**src/rtl/stinner_pkg.sv**
```systemverilog
// Shared blitter definitions: inner-loop state encoding, count-width default, FSM helpers.
// Latency: none (types and pure functions only).
// Backpressure: not applicable.
package stinner_pkg;

  localparam int CNTW_DEF = 8;

  typedef enum logic [1:0] {
    IDLE = 2'd0,
    SRCR = 2'd1,
    DSTR = 2'd2,
    DSTW = 2'd3
  } inner_st_e;

  // State plus its request decodes, registered together so the requests
  // change on the same edge as the state.
  typedef struct packed {
    inner_st_e st;
    logic      srcrd;
    logic      dstrd;
    logic      dstwr;
  } fsm_out_t;

  // First bus cycle of a pixel, chosen from the command bits.
  function automatic inner_st_e first_pixel(input logic srcen, input logic dsten);
    if (srcen)      return SRCR;
    else if (dsten) return DSTR;
    else            return DSTW;
  endfunction

  function automatic fsm_out_t enter(input inner_st_e st);
    fsm_out_t o;
    o.st    = st;
    o.srcrd = (st == SRCR);
    o.dstrd = (st == DSTR);
    o.dstwr = (st == DSTW);
    return o;
  endfunction

endpackage

```
**src/rtl/stinner_if.sv**
```systemverilog
// Inner-loop control bundle between the outer loop / bus side and stinner.
// Latency: none (wires only).
// Backpressure: BUSACK holds each request until the bus cycle completes.
// Ports: master = outer loop + bus model side, slave = stinner.
interface stinner_if #(
  parameter int CNTW = 8
);
  logic            INLP;
  logic            LDICNTL;
  logic [CNTW-1:0] INCNT;
  logic            SRCEN;
  logic            DSTEN;
  logic            STOP;
  logic            BUSACK;
  logic            IQUIET;
  logic            SRCRD;
  logic            DSTRD;
  logic            DSTWR;
  logic            SINC;
  logic            DINC;
  logic [CNTW:0]   ICNT;
  logic            STOPPED;

  modport master (
    output INLP, LDICNTL, INCNT, SRCEN, DSTEN, STOP, BUSACK,
    input  IQUIET, SRCRD, DSTRD, DSTWR, SINC, DINC, ICNT, STOPPED
  );

  modport slave (
    input  INLP, LDICNTL, INCNT, SRCEN, DSTEN, STOP, BUSACK,
    output IQUIET, SRCRD, DSTRD, DSTWR, SINC, DINC, ICNT, STOPPED
  );
endinterface

```
**src/rtl/stinner_cnt.sv**
```systemverilog
// Loadable down-counter with one-detect; a loaded 0 means 2^W.
// Latency: load/clear/decrement visible one cycle after the strobe.
// Backpressure: none; load beats clear beats decrement, never wraps below 0.
// Ports: clk, rst (sync, active-high), ld/ld_val, clr, dec -> cnt, is_one.
module stinner_cnt #(
  parameter int W = 8
) (
  input  logic         clk,
  input  logic         rst,
  input  logic         ld,
  input  logic [W-1:0] ld_val,
  input  logic         clr,
  input  logic         dec,
  output logic [W:0]   cnt,
  output logic         is_one
);

  logic is_zero;

  assign is_zero = (cnt == '0);
  assign is_one  = (cnt == {{W{1'b0}}, 1'b1});

  always_ff @(posedge clk) begin
    if (rst) begin
      cnt <= '0;
    end else if (ld) begin
      // The extra MSB holds the full-length 2^W case.
      cnt <= (ld_val == '0) ? {1'b1, {W{1'b0}}} : {1'b0, ld_val};
    end else if (clr) begin
      cnt <= '0;
    end else if (dec && !is_zero) begin
      cnt <= cnt - {{W{1'b0}}, 1'b1};
    end
  end

endmodule

```
**src/rtl/stinner.sv**
```systemverilog
// Blitter inner-loop FSM: per pixel source read, dest read, dest write with address steps.
// Latency: first request 1 cycle after INLP&ARMED; 1 cycle per bus cycle at zero wait.
// Backpressure: each request is held until BUSACK; SINC/DINC pulse the cycle after the ack.
// Ports: CCLK, SRESET (sync, active-high), bus = stinner_if.slave.
module stinner
  import stinner_pkg::*;
#(
  parameter int CNTW = CNTW_DEF
) (
  input  logic     CCLK,
  input  logic     SRESET,
  stinner_if.slave bus
);

  fsm_out_t fsm_q;
  logic     armed;
  logic     stopped_q;
  logic     sinc_q;
  logic     dinc_q;
  logic     load;
  logic     cnt_dec;
  logic     cnt_clr;
  logic     cnt_is_one;

  assign load    = ~bus.LDICNTL;
  assign cnt_dec = (fsm_q.st == DSTW) && bus.BUSACK;
  assign cnt_clr = (fsm_q.st == DSTR) && bus.BUSACK && bus.STOP;

  stinner_cnt #(.W(CNTW)) u_cnt (
    .clk    (CCLK),
    .rst    (SRESET),
    .ld     (load),
    .ld_val (bus.INCNT),
    .clr    (cnt_clr),
    .dec    (cnt_dec),
    .cnt    (bus.ICNT),
    .is_one (cnt_is_one)
  );

  always_ff @(posedge CCLK) begin
    if (SRESET) begin
      fsm_q     <= enter(IDLE);
      armed     <= 1'b0;
      stopped_q <= 1'b0;
      sinc_q    <= 1'b0;
      dinc_q    <= 1'b0;
    end else begin
      sinc_q <= 1'b0;
      dinc_q <= 1'b0;
      case (fsm_q.st)
        IDLE: begin
          if (bus.INLP && armed) begin
            fsm_q <= enter(first_pixel(bus.SRCEN, bus.DSTEN));
            armed <= 1'b0;
          end
        end
        SRCR: begin
          if (bus.BUSACK) begin
            sinc_q <= 1'b1;
            fsm_q  <= enter(bus.DSTEN ? DSTR : DSTW);
          end
        end
        DSTR: begin
          if (bus.BUSACK) begin
            if (bus.STOP) begin
              // Collision: abandon the run without writing this pixel.
              stopped_q <= 1'b1;
              fsm_q     <= enter(IDLE);
            end else begin
              fsm_q <= enter(DSTW);
            end
          end
        end
        DSTW: begin
          if (bus.BUSACK) begin
            dinc_q <= 1'b1;
            // Command bits are re-sampled at every pixel boundary.
            fsm_q  <= enter(cnt_is_one ? IDLE : first_pixel(bus.SRCEN, bus.DSTEN));
          end
        end
        default: fsm_q <= enter(IDLE);
      endcase
      // A load re-arms even if it coincides with a start.
      if (load) begin
        armed     <= 1'b1;
        stopped_q <= 1'b0;
      end
    end
  end

  // Drops in the same cycle INLP rises with ARMED set, so the outer loop
  // never samples a stale "done" before the first request appears.
  assign bus.IQUIET  = (fsm_q.st == IDLE) && !(bus.INLP && armed);
  assign bus.SRCRD   = fsm_q.srcrd;
  assign bus.DSTRD   = fsm_q.dstrd;
  assign bus.DSTWR   = fsm_q.dstwr;
  assign bus.SINC    = sinc_q;
  assign bus.DINC    = dinc_q;
  assign bus.STOPPED = stopped_q;

endmodule

```
**src/flat_wrapper.sv**
```systemverilog
// flat-port wrapper written by rule: the top's interface ports become plain ports
module stinner_flat import stinner_pkg::*;
#(
  parameter int CNTW = CNTW_DEF
)
  (CCLK, SRESET, bus_INLP, bus_LDICNTL, bus_INCNT, bus_SRCEN, bus_DSTEN, bus_STOP, bus_BUSACK, bus_IQUIET, bus_SRCRD, bus_DSTRD, bus_DSTWR, bus_SINC, bus_DINC, bus_ICNT, bus_STOPPED);
  stinner_if #(.CNTW(CNTW)) bus_i ();
  input  logic CCLK;
  input  logic SRESET;
  input wire logic [$bits(bus_i.INLP)-1:0] bus_INLP;
  input wire logic [$bits(bus_i.LDICNTL)-1:0] bus_LDICNTL;
  input wire logic [$bits(bus_i.INCNT)-1:0] bus_INCNT;
  input wire logic [$bits(bus_i.SRCEN)-1:0] bus_SRCEN;
  input wire logic [$bits(bus_i.DSTEN)-1:0] bus_DSTEN;
  input wire logic [$bits(bus_i.STOP)-1:0] bus_STOP;
  input wire logic [$bits(bus_i.BUSACK)-1:0] bus_BUSACK;
  output wire logic [$bits(bus_i.IQUIET)-1:0] bus_IQUIET;
  output wire logic [$bits(bus_i.SRCRD)-1:0] bus_SRCRD;
  output wire logic [$bits(bus_i.DSTRD)-1:0] bus_DSTRD;
  output wire logic [$bits(bus_i.DSTWR)-1:0] bus_DSTWR;
  output wire logic [$bits(bus_i.SINC)-1:0] bus_SINC;
  output wire logic [$bits(bus_i.DINC)-1:0] bus_DINC;
  output wire logic [$bits(bus_i.ICNT)-1:0] bus_ICNT;
  output wire logic [$bits(bus_i.STOPPED)-1:0] bus_STOPPED;
  assign bus_i.INLP = bus_INLP;
  assign bus_i.LDICNTL = bus_LDICNTL;
  assign bus_i.INCNT = bus_INCNT;
  assign bus_i.SRCEN = bus_SRCEN;
  assign bus_i.DSTEN = bus_DSTEN;
  assign bus_i.STOP = bus_STOP;
  assign bus_i.BUSACK = bus_BUSACK;
  assign bus_IQUIET = bus_i.IQUIET;
  assign bus_SRCRD = bus_i.SRCRD;
  assign bus_DSTRD = bus_i.DSTRD;
  assign bus_DSTWR = bus_i.DSTWR;
  assign bus_SINC = bus_i.SINC;
  assign bus_DINC = bus_i.DINC;
  assign bus_ICNT = bus_i.ICNT;
  assign bus_STOPPED = bus_i.STOPPED;
  stinner #(.CNTW(CNTW)) u_core (.CCLK(CCLK), .SRESET(SRESET), .bus(bus_i));
endmodule
```
**config.mk**
```make
export PLATFORM = sky130hd
export DESIGN_NAME = stinner_flat
export DESIGN_NICKNAME = d
export VERILOG_FILES = /design/src/rtl/stinner_pkg.sv /design/src/rtl/stinner_if.sv /design/src/rtl/stinner_cnt.sv /design/src/rtl/stinner.sv /design/src/flat_wrapper.sv
export SDC_FILE = /design/constraint.sdc
export NUM_CORES = 1
export LEC_CHECK = 0
export CORE_MARGIN = 5
export CORE_UTILIZATION = 35
export CTS_CLUSTER_SIZE = 30
export DETAILED_ROUTE_END_ITERATION = 7
export GPL_TIMING_DRIVEN = 0
export MAX_ROUTING_LAYER = met4
export SLEW_MARGIN = 20
export SYNTH_ARGS = -nofsm -noshare
export SYNTH_HDL_FRONTEND = slang
export SYNTH_SLANG_ARGS = --single-unit
```
**constraint.sdc**
```tcl
create_clock -name CCLK -period 2.05 [get_ports CCLK]
set_clock_uncertainty 0.15 [all_clocks]
set_input_delay 0.3075 -clock CCLK [delete_from_list [all_inputs] [get_ports CCLK]]
set_output_delay 0.3075 -clock CCLK [all_outputs]
set_load 0.1 [all_outputs]
```
==> results.cfg <==
[die]
die_area_um2 = 4510
rows = 20
dieHeight_um = 67.2
initial_core_util_pct = 36.9
die_x_um = 67.2
core_um2 = 3100
num_io_pins = 32

[route]
drtIter0Drc = 126
wl_per_cell_um = 15.2
routed_via_density = 5.71
vias = 1250
wl_um = 3320
first_pass_iters = 4
drc = 0
ant_nets = 0

[sta]
finalHoldViolCount = 0
setup_violations = 0
tightest_slew_ns = 0.963
fin_ws_ns = 0.0402
relSlewSlack_pct = 36.1
rsz0062_at_grt = no
fin_crit_sh_pct = 98.0
setup_tns_ns = 0
drv_slew = 0
fmax_ghz = 0.498
fin_crit_ns = 2.01

[cts]
clockBufferDepth = 2
cts_max_level = 1
cts_buffers = 3
cts-root-buf = clkbuf_4
hold_buffers = 0
cts_resized = 25
cts_num_sinks = 18
clk_pin_slew_ns = 0.10
cts_tree = built
clkLatencyLatePin_ns = 0.29
postCtsSetupBuffers = 0

[layout]
n_antenna_cell = 0
area_growth_pct = 30.5
nFillCells = 328
drive_gt1_share_pct = 17.1
final_nets = 196
fin_cells = 219

[yosys]
synth_edf_count = 0
synth_xor_area_share_pct = 0.766
synthArstFlopShare_pct = 0
ys_warn_count = 0
syn_inst = 144
synth-main-ff-cell = dfxtp_1
ys_seq_elements = 18
syn-num-nets = 163
synth_mux_area_share_pct = 0
post_synth_and_or_nand_nor_area_fraction_pct = 28.6
ys_types = 47
synthAdderAreaFrac_pct = 3.28
synth_top_family_by_area = compound AO/OA/AOI/OAI gates
synth_seq_area_share_pct = 31.5
syn_area_per_cell_um2 = 7.94
synth_compound_area_share_pct = 29.8
syn_area_um2 = 1140

[global_routing]
grt.busiest_layer = met2
antenna_found_initial = 0
grt-ovfl-total = 0
grtUsageMet3_pct = 3.66
gr-usage-met2_pct = 22.6
grt_use_total_pct = 15.9
grt_pass1_wl_um = 5410
met1_usage_pct = 21.4
grt_pass1_vias = 1144
grt_max_degree = 11

[worst_hold_path]
holdCritPathClass = primary input to register
min-delay-start = bus_BUSACK

[critical_path]
arrival_ns = 1.55
worstPathRequired_ns = 1.59
slowest_stage = dlygate4sd2_1
path_class = register to primary output
cp-end-kind = primary output
critPathBufInv = 1
worstSetupStartpointType = register
path_cells = dlygate4sd2_1
path_max_fanout = 4
r2r-start = u_core.u_cnt.cnt[5]
slowest_delay_ns = 0.87
startpoint = u_core.u_cnt.cnt[8]
cp_top_family = buffers and inverters

[placement]
dp_hpwl_um = 2470
dpl.cell_count = 216
place.port_buffers = 28
finalWeightedCongestion = 0.883
dp_worst_setup_slack_ns = -0.561

[run_status]
outcome = finished, final reports clean

[pwr]
p_leak_nw = 0.582
total_power_mw = 0.984
max-vdd-ir-drop_mv = 0.251
powerDensity_nw_per_um2 = 659

[run]
maxCapViolations = 0
[synth_stat cells (2+ instances only)]
cell / n / area [µm²]
nand2_1: 10 / 37.5
a21oi_1: 11 / 55.1
clkbuf_1: 2 / 7.51
buf_2: 3 / 15.0
nand4_1: 4 / 25.0
o311ai_0: 2 / 17.5
o41ai_1: 4 / 35.0
ha_1: 3 / 37.5
a31oi_1: 3 / 18.8
nor3_1: 7 / 35.0
dfxtp_1: 18 / 360
nor4b_1: 2 / 17.5
nand2b_1: 5 / 31.3
nor2_1: 12 / 45.0
o21ai_0: 8 / 40.0
a221oi_1: 2 / 17.5
nor2b_1: 3 / 18.8
nand3_1: 6 / 30.0
clkbuf_2: 2 / 10.0
inv_1: 9 / 33.8
or3_1: 2 / 12.5
[layer usage]
metal | wire length [µm] | part of all wire, %
met4 | 29 | 0.87
met5 | 0 | 0
met2 | 1490 | 45
met3 | 280 | 8.4
met1 | 1520 | 46
[kinds of logic (layout without fill, tap and decap cells)]
family,Yosys count,in the layout
and+or+nand+nor,59,59
xor gates and xnor gates,1,1
buffers and inverters,17,48
DFF,18,18
adders and majority gates,3,3
AOI/OAI and AO/OA,46,46
[layout make-up]
cell class | count | area [µm²] | area share, %
buffer | 7 | 32.5 | 2.18
multi-input combinational | 109 | 724 | 48.5
tap | 44 | 55.1 | 3.69
clock buffer | 3 | 22.5 | 1.51
timing repair buffer | 28 | 250 | 16.8
inverter | 10 | 37.5 | 2.51
sequential | 18 | 370 | 24.8
[final timing paths]
check | end | slack [ns] | depth (start not counted)
setup / recovery | bus_ICNT[8] | 0.04 | 1
hold / removal | u_core.bus.SINC | 0.21 | 2
setup reg to reg | u_core.u_cnt.cnt[7] | 0.16 | 4
hold reg to reg | u_core.bus.SRCRD | 0.33 | 2
[sequential cells by signal (all words and copies together), names as in the netlist]
register,flops
u_core.u_cnt.cnt,9
u_core.fsm_q,2
u_core.bus.SINC,1
u_core.bus.STOPPED,1
u_core.bus.SRCRD,1
u_core.bus.DSTRD,1
u_core.bus.DINC,1
u_core.bus.DSTWR,1
u_core.armed,1
[power by group]
group | leakage [nW] | internal (mW) | total, mW | switching [mW]
registers | 0.150 | 0.374 | 0.402 | 0.0278
clock network | 0.0138 | 0.0685 | 0.181 | 0.113
logic | 0.418 | 0.118 | 0.401 | 0.283
total | 0.582 | 0.561 | 0.984 | 0.423
[layout by cell type, fill, tap and decap left out, types with 5 or more instances in the layout]
cell	Yosys	routed
nor2_1	12	12
clkdlybuf4s50_1	0	12
a21oi_1	11	11
nand2_1	10	10
dfxtp_1	18	10
inv_1	9	9
o21ai_0	8	8
dfxtp_2	0	8
nor3_1	7	7
dlygate4sd2_1	0	7
clkbuf_2	2	6
nand3_1	6	6
nand2b_1	5	5
[stage by stage]
step,hold WS [ns],instance area (µm²),utilization (%)
final,0.206,1490,48.1
after global routing,0.212,1490,48.1
after CTS,0.190,1500,48.3
after detailed placement,0.326,1490,48.1
after global placement,0.312,1490,48.1
after floorplan,0.293,1160,-
No activity file was read; power rests on OpenSTA's default activity.
